**src/rtl/rvvi_depacketizer.sv**
```systemverilog
`default_nettype none
// ============================================================================
// Module      : rvvi_depacketizer
// Description : Receive-side RVVI trace de-packetizer. Consumes the 32-bit
//               AXI-stream RX output of an Ethernet MAC FIFO, validates the
//               frame header and length, and rebuilds the RVVI trace record.
//               Good records are presented on a valid/ready port. Good and
//               bad frames are counted in saturating 16-bit counters.
// Revision    : 1.0 - initial release
// ----------------------------------------------------------------------------
// Parameters
//   XLEN      architectural register width (sets the record width)
//   MAX_CSRS  CSR slots per record; RVVI_W = 72 + 5*XLEN + MAX_CSRS*(XLEN+16)
//   ETH_TYPE  required EtherType (header bytes 12..13, big-endian)
//   DST_MAC   expected destination MAC (checked only with the filter macro)
// Ports
//   s_axi_aclk     in   1       clock
//   s_axi_aresetn  in   1       asynchronous active-low reset
//   s_axis_tdata   in   32      RX beat, byte k = tdata[8k+7:8k], byte 0 first
//   s_axis_tkeep   in   4       byte valids (only the final beat may be partial)
//   s_axis_tvalid  in   1       beat valid
//   s_axis_tlast   in   1       last beat of frame
//   s_axis_tuser   in   1       MAC bad-frame flag, qualified with tlast
//   s_axis_tready  out  1       beat accept (low while a record is held)
//   rvvi           out  RVVI_W  reconstructed record, bit 0 = payload byte 0 bit 0
//   rvvi_valid     out  1       record held
//   rvvi_ready     in   1       consumer accept
//   FramesGood     out  16      saturating count of delivered records
//   FramesBad      out  16      saturating count of dropped frames
// Configuration macro
//   RVVI_DEPACKETIZER_MAC_FILTER_EN : when defined, a destination MAC that
//   differs from DST_MAC is a header violation and the frame is dropped.
// ============================================================================
module rvvi_depacketizer #(
  parameter int          XLEN     = 64,
  parameter int          MAX_CSRS = 5,
  parameter logic [15:0] ETH_TYPE = 16'h005C,
  parameter logic [47:0] DST_MAC  = 48'h8F54_0000_1654,
  localparam int         RVVI_W   = 72 + 5*XLEN + MAX_CSRS*(XLEN+16)
) (
  input  logic              s_axi_aclk,
  input  logic              s_axi_aresetn,
  input  logic [31:0]       s_axis_tdata,
  input  logic [3:0]        s_axis_tkeep,
  input  logic              s_axis_tvalid,
  input  logic              s_axis_tlast,
  input  logic              s_axis_tuser,
  output logic              s_axis_tready,
  output logic [RVVI_W-1:0] rvvi,
  output logic              rvvi_valid,
  input  logic              rvvi_ready,
  output logic [15:0]       FramesGood,
  output logic [15:0]       FramesBad
);

  localparam int         HDR_WORDS      = 4;
  localparam int         PAY_WORDS      = (RVVI_W + 31) / 32;
  localparam int         LAST_WORD_BITS = RVVI_W - 32*(PAY_WORDS-1);
  localparam logic [7:0] LAST_BEAT      = 8'(HDR_WORDS + PAY_WORDS - 1);
  localparam logic [7:0] ETYPE_BEAT     = 8'(HDR_WORDS - 1);

  localparam logic [2:0] S_IDLE = 3'd0;
  localparam logic [2:0] S_HDR  = 3'd1;
  localparam logic [2:0] S_PAY  = 3'd2;
  localparam logic [2:0] S_HOLD = 3'd3;
  localparam logic [2:0] S_DROP = 3'd4;

  logic [2:0]  state_q, state_d;
  logic [7:0]  cnt_q, cnt_d;
  logic        ready_en_q, ready_en_d;
  logic [15:0] frames_good_q, frames_good_d;
  logic [15:0] frames_bad_q, frames_bad_d;

  logic        w_in_frame;
  logic        w_accept;
  logic [7:0]  w_beat_idx;
  logic [7:0]  w_word_idx;
  logic        w_is_last;
  logic [15:0] w_eth_type;
  logic        w_mac_err;
  logic        w_hdr_err;
  logic        w_viol;
  logic        w_bad_end;
  logic        w_pay_we;
  logic        w_deliver;
  wire  [RVVI_W-1:0] w_rvvi;

  // --------------------------------------------------------------------------
  // Beat classification
  // --------------------------------------------------------------------------
  assign w_in_frame = (state_q == S_IDLE) || (state_q == S_HDR) || (state_q == S_PAY);
  assign w_accept   = s_axis_tvalid & s_axis_tready;
  // The first beat of a frame is the one accepted in IDLE; the counter holds
  // the index of the next expected beat afterwards.
  assign w_beat_idx = (state_q == S_IDLE) ? 8'd0 : cnt_q;
  assign w_word_idx = w_beat_idx - 8'(HDR_WORDS);
  assign w_is_last  = (w_beat_idx == LAST_BEAT);
  assign w_eth_type = {s_axis_tdata[7:0], s_axis_tdata[15:8]};

`ifdef RVVI_DEPACKETIZER_MAC_FILTER_EN
  // Destination MAC spans beat 0 (bytes 0..3) and the low half of beat 1.
  assign w_mac_err =
      ((w_beat_idx == 8'd0) &&
       (s_axis_tdata != {DST_MAC[23:16], DST_MAC[31:24], DST_MAC[39:32], DST_MAC[47:40]})) ||
      ((w_beat_idx == 8'd1) &&
       (s_axis_tdata[15:0] != {DST_MAC[7:0], DST_MAC[15:8]}));
`else
  assign w_mac_err = 1'b0;
`endif

  assign w_hdr_err = ((w_beat_idx == ETYPE_BEAT) && (w_eth_type != ETH_TYPE)) || w_mac_err;

  // tlast must appear on exactly the final beat, so any disagreement between
  // tlast and the final-beat position is a length error (early or late).
  assign w_viol = w_hdr_err
                | (s_axis_tlast ^ w_is_last)
                | (s_axis_tlast & s_axis_tuser)
                | (~w_is_last & (s_axis_tkeep != 4'hF));

  // A violation on the tlast beat itself ends the frame right here, so it is
  // counted once without passing through DROP.
  assign w_bad_end = w_accept & s_axis_tlast &
                     ((w_in_frame & w_viol) | (state_q == S_DROP));
  assign w_pay_we  = w_accept & (state_q == S_PAY);
  assign w_deliver = (state_q == S_HOLD) & rvvi_ready;

  // --------------------------------------------------------------------------
  // FSM: state register
  // --------------------------------------------------------------------------
  always_ff @(posedge s_axi_aclk or negedge s_axi_aresetn) begin
    if (!s_axi_aresetn) begin
      state_q <= S_IDLE;
    end else begin
      state_q <= state_d;
    end
  end

  // --------------------------------------------------------------------------
  // FSM: next state
  // --------------------------------------------------------------------------
  always_comb begin
    state_d = state_q;
    case (state_q)
      S_IDLE, S_HDR, S_PAY: begin
        if (w_accept) begin
          if (w_viol) begin
            state_d = s_axis_tlast ? S_IDLE : S_DROP;
          end else if (w_is_last) begin
            state_d = S_HOLD;
          end else if (w_beat_idx == ETYPE_BEAT) begin
            state_d = S_PAY;
          end else if (state_q == S_IDLE) begin
            state_d = S_HDR;
          end
        end
      end
      S_HOLD: begin
        if (rvvi_ready) begin
          state_d = S_IDLE;
        end
      end
      S_DROP: begin
        if (w_accept && s_axis_tlast) begin
          state_d = S_IDLE;
        end
      end
      default: state_d = S_IDLE;
    endcase
  end

  // --------------------------------------------------------------------------
  // FSM: outputs
  // --------------------------------------------------------------------------
  // ready_en_q keeps tready low during reset and releases it on the first
  // clock after reset deasserts.
  always_comb begin
    s_axis_tready = ready_en_q & (state_q != S_HOLD);
    rvvi_valid    = (state_q == S_HOLD);
  end

  // --------------------------------------------------------------------------
  // Beat counter and frame counters
  // --------------------------------------------------------------------------
  always_comb begin
    ready_en_d    = 1'b1;
    cnt_d         = cnt_q;
    frames_good_d = frames_good_q;
    frames_bad_d  = frames_bad_q;
    if (w_accept && w_in_frame) begin
      cnt_d = w_beat_idx + 8'd1;
    end
    if (w_deliver && (frames_good_q != 16'hFFFF)) begin
      frames_good_d = frames_good_q + 16'd1;
    end
    if (w_bad_end && (frames_bad_q != 16'hFFFF)) begin
      frames_bad_d = frames_bad_q + 16'd1;
    end
  end

  always_ff @(posedge s_axi_aclk or negedge s_axi_aresetn) begin
    if (!s_axi_aresetn) begin
      ready_en_q    <= 1'b0;
      cnt_q         <= 8'd0;
      frames_good_q <= 16'd0;
      frames_bad_q  <= 16'd0;
    end else begin
      ready_en_q    <= ready_en_d;
      cnt_q         <= cnt_d;
      frames_good_q <= frames_good_d;
      frames_bad_q  <= frames_bad_d;
    end
  end

  // --------------------------------------------------------------------------
  // Record storage: one register per payload word, written in place by word
  // index. The final word keeps only the bits that belong to the record.
  // --------------------------------------------------------------------------
  for (genvar k = 0; k < PAY_WORDS; k++) begin : g_word
    localparam int WORD_BITS = (k == PAY_WORDS-1) ? LAST_WORD_BITS : 32;

    logic [WORD_BITS-1:0] word_q, word_d;
    logic                 w_we;

    assign w_we = w_pay_we && (w_word_idx == 8'(k));

    always_comb begin
      word_d = word_q;
      if (w_we) begin
        word_d = s_axis_tdata[WORD_BITS-1:0];
      end
    end

    always_ff @(posedge s_axi_aclk or negedge s_axi_aresetn) begin
      if (!s_axi_aresetn) begin
        word_q <= '0;
      end else begin
        word_q <= word_d;
      end
    end

    assign w_rvvi[32*k +: WORD_BITS] = word_q;
  end

  assign rvvi       = w_rvvi;
  assign FramesGood = frames_good_q;
  assign FramesBad  = frames_bad_q;

endmodule
`default_nettype wire
```
**config.mk**
```make
export PLATFORM = sky130hd
export DESIGN_NAME = rvvi_depacketizer
export DESIGN_NICKNAME = d
export VERILOG_FILES = /design/src/rtl/rvvi_depacketizer.sv
export SDC_FILE = /design/constraint.sdc
export NUM_CORES = 1
export LEC_CHECK = 0
export BUFFER_PORTS_ARGS = -buffer_cell sky130_fd_sc_hd__buf_2
export CORE_AREA = 3 3 336 338
export DETAILED_ROUTE_END_ITERATION = 12
export DIE_AREA = 0 0 339 341
export PLACE_DENSITY = 0.6
export REMOVE_ABC_BUFFERS = 1
export SYNTH_ARGS = -nofsm -noshare
export SYNTH_HDL_FRONTEND = slang
export SYNTH_SLANG_ARGS = --single-unit
```
**constraint.sdc**
```tcl
create_clock -name s_axi_aclk -period 3.55 [get_ports s_axi_aclk]
set_input_delay 0.71 -clock s_axi_aclk [delete_from_list [all_inputs] [get_ports s_axi_aclk]]
set_output_delay 0.71 -clock s_axi_aclk [all_outputs]
set_load 0.005 [all_outputs]
```
Word-level counts from Yosys, hierarchy flattened
Index checks and enable logic that the tools add are counted.
{ "totals": {"reg_bits": 836, "in_bits": 42, "out_inout_bits": 826, "wordCells": 134} }
{ "classes": {"n_addsub": 4, "eq_ne": 39, "mux": 10, "bitwise_logic": 15, "reduce_logical": 36} }
{ "op_table": {"columns": ["operator", "n"], "rows": [
  ["$eq 8x5->1 const B", 10],
  ["$eq 8x4->1 const B", 8],
  ["$add 16x1->16 const B", 2],
  ["$eq 8x3->1 const B", 4],
  ["$ne 16x16->1 const B", 2],
  ["$logic_and 1x1->1", 30],
  ["$eq 8x2->1 const B", 3],
  ["$mux 3", 8],
  ["$ne 16x7->1 const B", 1],
  ["$and 1x1->1", 9],
  ["$pmux 3 s3", 1],
  ["$add 8x1->8 const B", 1],
  ["$eq 8x1->1 const B", 1],
  ["$logic_not 8->1", 1],
  ["$mux 8", 1],
  ["$sub 8x3->8 const B", 1],
  ["$eq 3x2->1 const B", 2],
  ["$ne 5x5->1 const B", 1],
  ["$ne 2x1->1 const B", 2],
  ["$ne 4x4->1 const B", 1],
  ["$or 1x1->1", 4],
  ["$reduce_and 4->1", 1],
  ["$eq 3x1->1 const B", 1],
  ["$eq 3x3->1 const B", 1],
  ["other kinds (7)", 8]
]} }

Depth between registers and ports, before layout
Gate-level depths: netlist (run 1).
{ "logic_depth": {"depth_word": 11, "ltp_mapped": 13, "mapped_depth_nobuf": 10} }

Worst setup path after synthesis (run 1)
No wires, ideal clock.
{ "synth_path": {"path_type": "register to register", "from": "register state_q[2]", "to": "register frames_bad_q[1], in the netlist FramesBad[1]", "setup_time_ps": 127, "arrival_ps": 2677, "setup_slack_ps": 746, "stages_incl_launch_ff": 13, "path_buffers": 2, "synth_period_minus_slack_ps": 2804, "cell_sequence": "dfrtp_1 or3_1 buf_2 nand2_1 inv_1 ha_1 clkbuf_1 nor2b_1 a32o_1 o21a_1 o31a_2 nand2_1 mux2_1"} }
{ "synth_between": {"elab_chain_cells": 11} }
{ "synth_rtl": {"columns": ["element", "line_no", "rtl"], "rows": [
  ["start: declaration", "68", "logic [2:0] state_q, state_d;"],
  ["start signal: assignment", "134", "state_q <= state_d;"],
  ["$logic_not 3->1", "91, 95", null],
  ["$mux 8", "95", "assign w_beat_idx = (state_q == S_IDLE) ? 8'd0 : cnt_q;"],
  ["$eq 8x5->1 / $eq 8x2->1 (equally long branches)", "97, 111", null],
  ["$xor 1x1->1 / $logic_and 1x1->1 (equally long branches)", "116, 111", null],
  ["$or 1x1->1", "116", "| (s_axis_tlast ^ w_is_last)"],
  ["$or 1x1->1", "117", "| (s_axis_tlast & s_axis_tuser)"],
  ["$or 1x1->1", "118", "| (~w_is_last & (s_axis_tkeep != 4'hF));"],
  ["$and 1x1->1", "123", "((w_in_frame & w_viol) | (state_q == S_DROP));"],
  ["$or 1x1->1", "123", null],
  ["$and 1x1->1 *", "122", "assign w_bad_end = w_accept & s_axis_tlast &"],
  ["$logic_and 1x1->1 *", "195", "if (w_bad_end && (frames_bad_q != 16'hFFFF)) begin"],
  ["end signal: assignment", "210", "frames_bad_q <= frames_bad_d;"],
  ["end: declaration", "72", "logic [15:0] frames_bad_q, frames_bad_d;"]
]} }
Mark *: on every way between the ends. The rest lies on a longest branch, timed or not.
A chain may end at the register's enable or synchronous reset.

Final worst setup path (run 1)
{ "layout_path": {"from": "register state_q[1]", "to": "register g_word[1].word_q[21]"} }
{ "layout_between": {"elab_chain_cells": 5} }
{ "layout_rtl": {"columns": ["element", "line_no", "rtl"], "rows": [
  ["$logic_not 3->1 / $ne 3x2->1 (equally long branches)", "95, 177", null],
  ["$mux 8 / $and 1x1->1 (equally long branches)", "95, 177", null],
  ["$sub 8x3->8 / $and 1x1->1 (equally long branches)", "96, 92", null],
  ["$eq 8x1->1 / $and 1x1->1 (equally long branches)", "224, 124", null],
  ["$logic_and 1x1->1 *", "224", "assign w_we = w_pay_we && (w_word_idx == 8'(k));"],
  ["end signal: assignment", "237", "word_q <= word_d;"],
  ["end: declaration", "221", "logic [WORD_BITS-1:0] word_q, word_d;"]
]} }
Marks and branches as above.

==> impl_results.md, run 1 <==
- Critical path cell sequence: or3_1 -> nand2_1 -> nor3_1 -> nand2_4 -> buf_4 -> mux2_2
- CP max FO: 15
- Crit Path Category: flop to flop
- GRT Total Usage: 19.48%
- Vias: 20.66k
- Setup TNS: 0 ps
- Vias in the first global route: 21.31k
- Mean number of vias per cell: 4.621
- Final WS setup: 355.6 ps
- Maxcap violations: 0
- Netlist cell types: 55
- Cell internal pwr: 15630 uW
- Worst slew pin tran: 1211 ps
- P_sw: 4669 uW
- CTS root buf: clkbuf_16
- Die area: 115600 um2
- Fin crit period: 3194 ps
- Status: complete, no violations
- CTS hold repair buffers: 0
- Clock slew at reported path FFs: 60 ps
- Share of layout cells above drive strength 1: 64.21%
- TritonCTS clock tree: yes
- Logic pwr share: 3.7%
- Cell family with most CP delay: simple AND/OR/NAND/NOR gates
- CTS Buf Count: 89
- # DRC: 0
- CP bufs+invs: 1
- Placer Congestion: 0.8031
- Die W: 339 um
- Row cnt: 122
- Reg2Reg Setup Slack: 360 ps
- Crit path launch type: flop
- WP data arrival: 3730 ps
- Part of the cycle the worst path needs: 89.98%
- Leak: 0.02384 uW
- Largest net degree at the start of global routing: 87
- Congestion Overflow GR: 0
- Routed length per instance: 25.90 um
- Max incr delay on CP: 850 ps
- FF+latch area: 20920 um2
- Core footprint: 110400 um2
- Area growth syn-to-layout: 30.70%
- Slowest CP cell: nor3_1
- Sequential power share: 47.5%
- Post-synth EDFFs: 0
- Worst vdd ir: 0.0003804 V
- Sw frac: 23.00%
- Synth area leaders: dfrtp_1 65%, mux2_2 27%, buf_2 1.2%, mux2_1 0.92%, clkbuf_1 0.77%
- I/O Buffers: 867
- FF-to-FF path depth: 6
- H-tree depth: 3
- RSZ-0062 raised after global routing: false
- Peak Freq: 0.3131 GHz
- I/O pins: 868
- Worst path required time: 4080 ps
- CTS Sinks: 836
- Later-pin clock latency in the skew report: 670 ps
- Fin nets: 2952
- Worst slew margin: 18.67%
- Setup Skew: 21.81 ps
- Fill cells: 10.66k
- Most frequent cells in the layout: 866 x buf_2, 836 x dfrtp_1, 768 x mux2_2
- Die height: 341 um
- Routed WL: 115800 um
- Top-area cell type share of the netlist area: 65.41%
- Largest area contributor in the netlist: dfrtp_1
- Power Dens Cells: 485.5 nW/um2
- Final hold vios: 0
- Initial antenna violation count: 7
- Final-report setup violation count: 0
- Crit Reg-Reg Endpoint: g_word[1].word_q[21]
- Clk buf depth: 3
- Min-delay worst type: input pin to async pin
- Ys Warns: 0
- Post-DP HPWL: 81120 um
- Synth async-reset ratio: 100.0%
- Starting Density: 28.98%
- Post-CTS Setup Inserts: 0
- ANT nets after route: 0
- Slew Viols, Final: 0
- First-pass GRT wire length: 162100 um
- Mapped Area: 31980 um2
- Commonest non-fill, non-tap cell in the layout: buf_2
- First-pass DRT Iterations: 5
- R2R Path Start: state_q[1]
- Mean post-synth cell area: 15.96 um2
- Post-place setup slack: 370.6 ps
- Post-cts sizing count: 0
- Worst setup startpoint: state_q[1]
- Ys flop type: dfrtp_1
- Cells after synthesis: 2004
- Sequential fraction of the synthesis area: 65.41%
- DR iter-0 viols: 1002
- Clk pwr share: 48.8%
- Multi-input logic area: 10540 um2
- Number of synthesized register bits: 836
- Endpoint class of the critical path: flop
[power groups by stage]
stage	sequential, uW	clock, uW	combinational (uW)
global placement	9810	0	772
floorplan	9820	0	182
CTS	9640	10100	771
finish	9640	9910	745
global route	9640	10500	836
detailed placement	9810	0	769
[routing by layer]
metal  share of wire [%]  GRT usage, %
met4                 3.3         6.974
met5                   0             0
met1                  41         23.76
met2                  50         33.29
met3                 6.3         5.055
[worst max path at each step]
stage | endpoint | cells after the start | slack (ps)
2_1_floorplan | g_word[12].word_q[0] | 7 | 570
3_3_place_gp | FramesBad[1] | 10 | 420
3_5_place_dp | FramesBad[1] | 10 | 370
4_1_cts | FramesBad[1] | 10 | 360
5_1_grt | FramesBad[1] | 10 | 160
6_report | g_word[1].word_q[21] | 6 | 360
[metrics by stage]
| step | hold slack (ps) | utilization, % | instance area [um2] | power [uW] | std cells |
|---|---|---|---|---|---|
| 2_1_floorplan | 414.4 | - | 31310 | 9998 | 1854 |
| 3_3_place_gp | 463.5 | 35.02 | 38650 | 10590 | 4301 |
| 3_5_place_dp | 469.2 | 35.02 | 38650 | 10580 | 4301 |
| 4_1_cts | 55.51 | 37.87 | 41790 | 20550 | 4464 |
| 5_1_grt | 97.40 | 37.87 | 41800 | 21000 | 4466 |
| 6_report | 95.90 | 37.88 | 41810 | 20290 | 4470 |
[Yosys cell counts, types with 3 or more instances]
cell      instances
inv_1             3
dfrtp_1         836
nand2_1          41
nor2b_1           6
a21oi_1           8
mux2_2          768
and4_1            4
ha_1              6
nor2_1           10
o21ai_0           9
buf_2            79
nand4_1          10
nor3_2            3
clkbuf_1         66
xor2_1            5
and3_1           11
xnor2_1          26
nor2_2           12
nand3_1          22
and2_1            7
mux2_1           26
nor3_1            5
[flip-flops by register name, summed over array words and instances (netlist names)]
| register | cells |
|---|---|
| ready_en_q | 1 |
| FramesGood | 16 |
| cnt_q | 8 |
| FramesBad | 16 |
| state_q | 3 |
| g_word.word_q | 792 |
[kinds of logic (layout without fill, tap and decap cells)]
group	Yosys count	in the layout	synth area share, %
DFF	836	836	65.41
muxes	797	797	28.06
buffers and inverters	153	1125	2.136
and+or+nand+nor	148	148	2.617
AOI/OAI and AO/OA	32	32	0.6846
xor gates and xnor gates	31	31	0.8489
adders and majority gates	6	6	0.2347
other	1	7	0.01172
[area by class of cell]
type / count / share of cell area (%)
multi-input cells: 1015 / 25.21
diodes: 6 / 0.03592
clock buffers: 130 / 6.321
clock inverters: 33 / 1.194
well taps: 1488 / 4.453
inverters: 3 / 0.02694
flip-flops and latches: 836 / 50.04
repair buffers: 959 / 12.71
Power figures use the tool's default switching activity.
==> run 2: changes to the inputs <==
- clock period: 3.55 -> 3.9 ns (I/O delays scaled with it)
==> run 2 against run 1 <==
Effect of this change: maximum frequency fell by 7.9%; global-route usage down 0.14 points; clock power decreased by 9.5%; count of clock-buffer cells in the layout is 1 higher; flip-flop and latch count did not move; largest power group unchanged; utilization is 0.12 points lower; critical path type unchanged; wire length shrank 0.74%.
==> impl_results.md, run 2 (synthesis results as in run 1) <==
- Vias: 20.69k
- # DRC: 0
- Crit Path Category: flop to flop
- Worst setup startpoint: state_q[2]
- I/O pins: 868
- Peak Freq: 0.2882 GHz
- Biggest register: g_word.word_q
- Most frequent cells in the layout: 866 x buf_2, 836 x dfrtp_1, 768 x mux2_2
- Status: complete, no violations
- Die area: 115600 um2
- Maxcap violations: 0
- WP data arrival: 4000 ps
- Setup Skew: 26.64 ps
- H-tree depth: 3
- Setup TNS: 0 ps
- Routed length per instance: 25.75 um
- Slew Viols, Final: 0
- Area growth syn-to-layout: 30.31%
- Post-CTS Setup Inserts: 0
- Largest net degree at the start of global routing: 105
- Final-report setup violation count: 0
- Vias in the first global route: 20.90k
- R2R Path Start: state_q[2]
- DR iter-0 viols: 1066
- Routed WL: 114900 um
- Post-DP HPWL: 79300 um
- Initial antenna violation count: 5
- CTS root buf: clkbuf_16
- Power Dens Cells: 441.7 nW/um2
- Die W: 339 um
- GRT Total Usage: 19.35%
- Fin nets: 2944
- Min-delay worst type: input pin to async pin
- CTS Buf Count: 91
- Worst slew margin: 21.69%
- Final hold vios: 0
- First-pass GRT wire length: 161500 um
- Share of layout cells above drive strength 1: 64.18%
- Endpoint class of the critical path: flop
- Critical path cell sequence: or3_1 -> nand2_1 -> nor3_1 -> nand2_4 -> mux2_2
- Fin util: 37.76%
- ANT nets after route: 0
- Fill cells: 10.60k
- Commonest non-fill, non-tap cell in the layout: buf_2
- Crit path launch type: flop
- Congestion Overflow GR: 0
- Part of the cycle the worst path needs: 88.96%
- CP max FO: 32
- Leak: 0.02381 uW
- Worst slew pin tran: 1166 ps
- CTS Sinks: 836
- Placer Congestion: 0.8102
- First-pass DRT Iterations: 5
- Worst path required time: 4440 ps
- Cell family with most CP delay: simple AND/OR/NAND/NOR gates
- Max incr delay on CP: 950 ps
- CTS hold repair buffers: 0
- Row cnt: 122
- Mean number of vias per cell: 4.636
- TritonCTS clock tree: yes
- Worst vdd ir: 0.0003904 V
- CP bufs+invs: 0
- Max FFs per register: 792
- I/O Buffers: 867
- Slowest CP cell: nor3_1
- Later-pin clock latency in the skew report: 670 ps
- Clk buf depth: 3
- Clock slew at reported path FFs: 60 ps
- Starting Density: 28.98%
- Die height: 341 um
- RSZ-0062 raised after global routing: false
- Post-cts sizing count: 0
- Fin crit period: 3469 ps
- Core footprint: 110400 um2
## run 2: cell count changes in the layout (fill, tap and decap cells not counted), moves of 2 or more
| cell | before | now |
|---|---|---|
| clkinv_4 | 2 | 4 |
| bufinv_16 | 9 | 7 |
| buf_4 | 70 | 64 |
| buf_12 | 22 | 18 |
| clkinv_2 | 13 | 16 |
## run 2: path summary, 6_finish.rpt
kind	endpoint	slack [ps]	cells past startpoint
worst max-delay path	g_word[10].word_q[30]	430	5
max in group asynchronous	g_word[0].word_q[21]	2530	2
worst min-delay path	FramesGood[0]	110	1
worst max register to register	g_word[10].word_q[30]	430	5
worst min register to register	g_word[21].word_q[1]	480	1
min in group s_axi_aclk	state_q[2]	420	2
## run 2: layout make-up
type                            count  area, um2  share of cell area [%]
Clock buffer                      131       2678                   6.424
Tap cell                         1488       1862                   4.467
Multi-Input combinational cell   1015      10540                   25.29
Inverter                            3      11.26                 0.02702
Antenna cell                        5      12.51                 0.03002
Sequential cell                   836      20920                   50.20
Clock inverter                     36      464.2                   1.114
Timing Repair Buffer              949       5190                   12.45
## run 2: per-layer routing
| layer | track usage (%) | part of all wire [%] |
|---|---|---|
| met5 | 0 | 0 |
| met4 | 7.092 | 3.4 |
| met3 | 4.470 | 6.0 |
| met2 | 32.89 | 50 |
| met1 | 24.02 | 41 |
## run 2: worst reg2reg max path, cell delays in order (launching register included)
cell     delay, ps
dfrtp_1        610
or3_1          350
nand2_1        160
nor3_1         950
nand2_4        730
mux2_2         560
## run 2: report_power, final
part | switching [uW] | internal [uW]
Sequential | 75.6 | 8720
Clock | 3690 | 5280
Combinational | 489 | 160
Total | 4250 | 14200
## run 2: per-stage QoR
step | area [um2] | hold WS, ps | setup slack, ps | power (uW) | std cells
finish | 41680 | 105.9 | 430.7 | 18410 | 4463
global route | 41670 | 133.8 | 271.1 | 19060 | 4458
CTS | 41670 | 133.2 | 407.1 | 18660 | 4458
detailed placement | 38520 | 469.2 | 415.2 | 9621 | 4291
global placement | 38520 | 461.9 | 484.4 | 9623 | 4291
floorplan | 31310 | 459.1 | 920.6 | 9101 | 1854
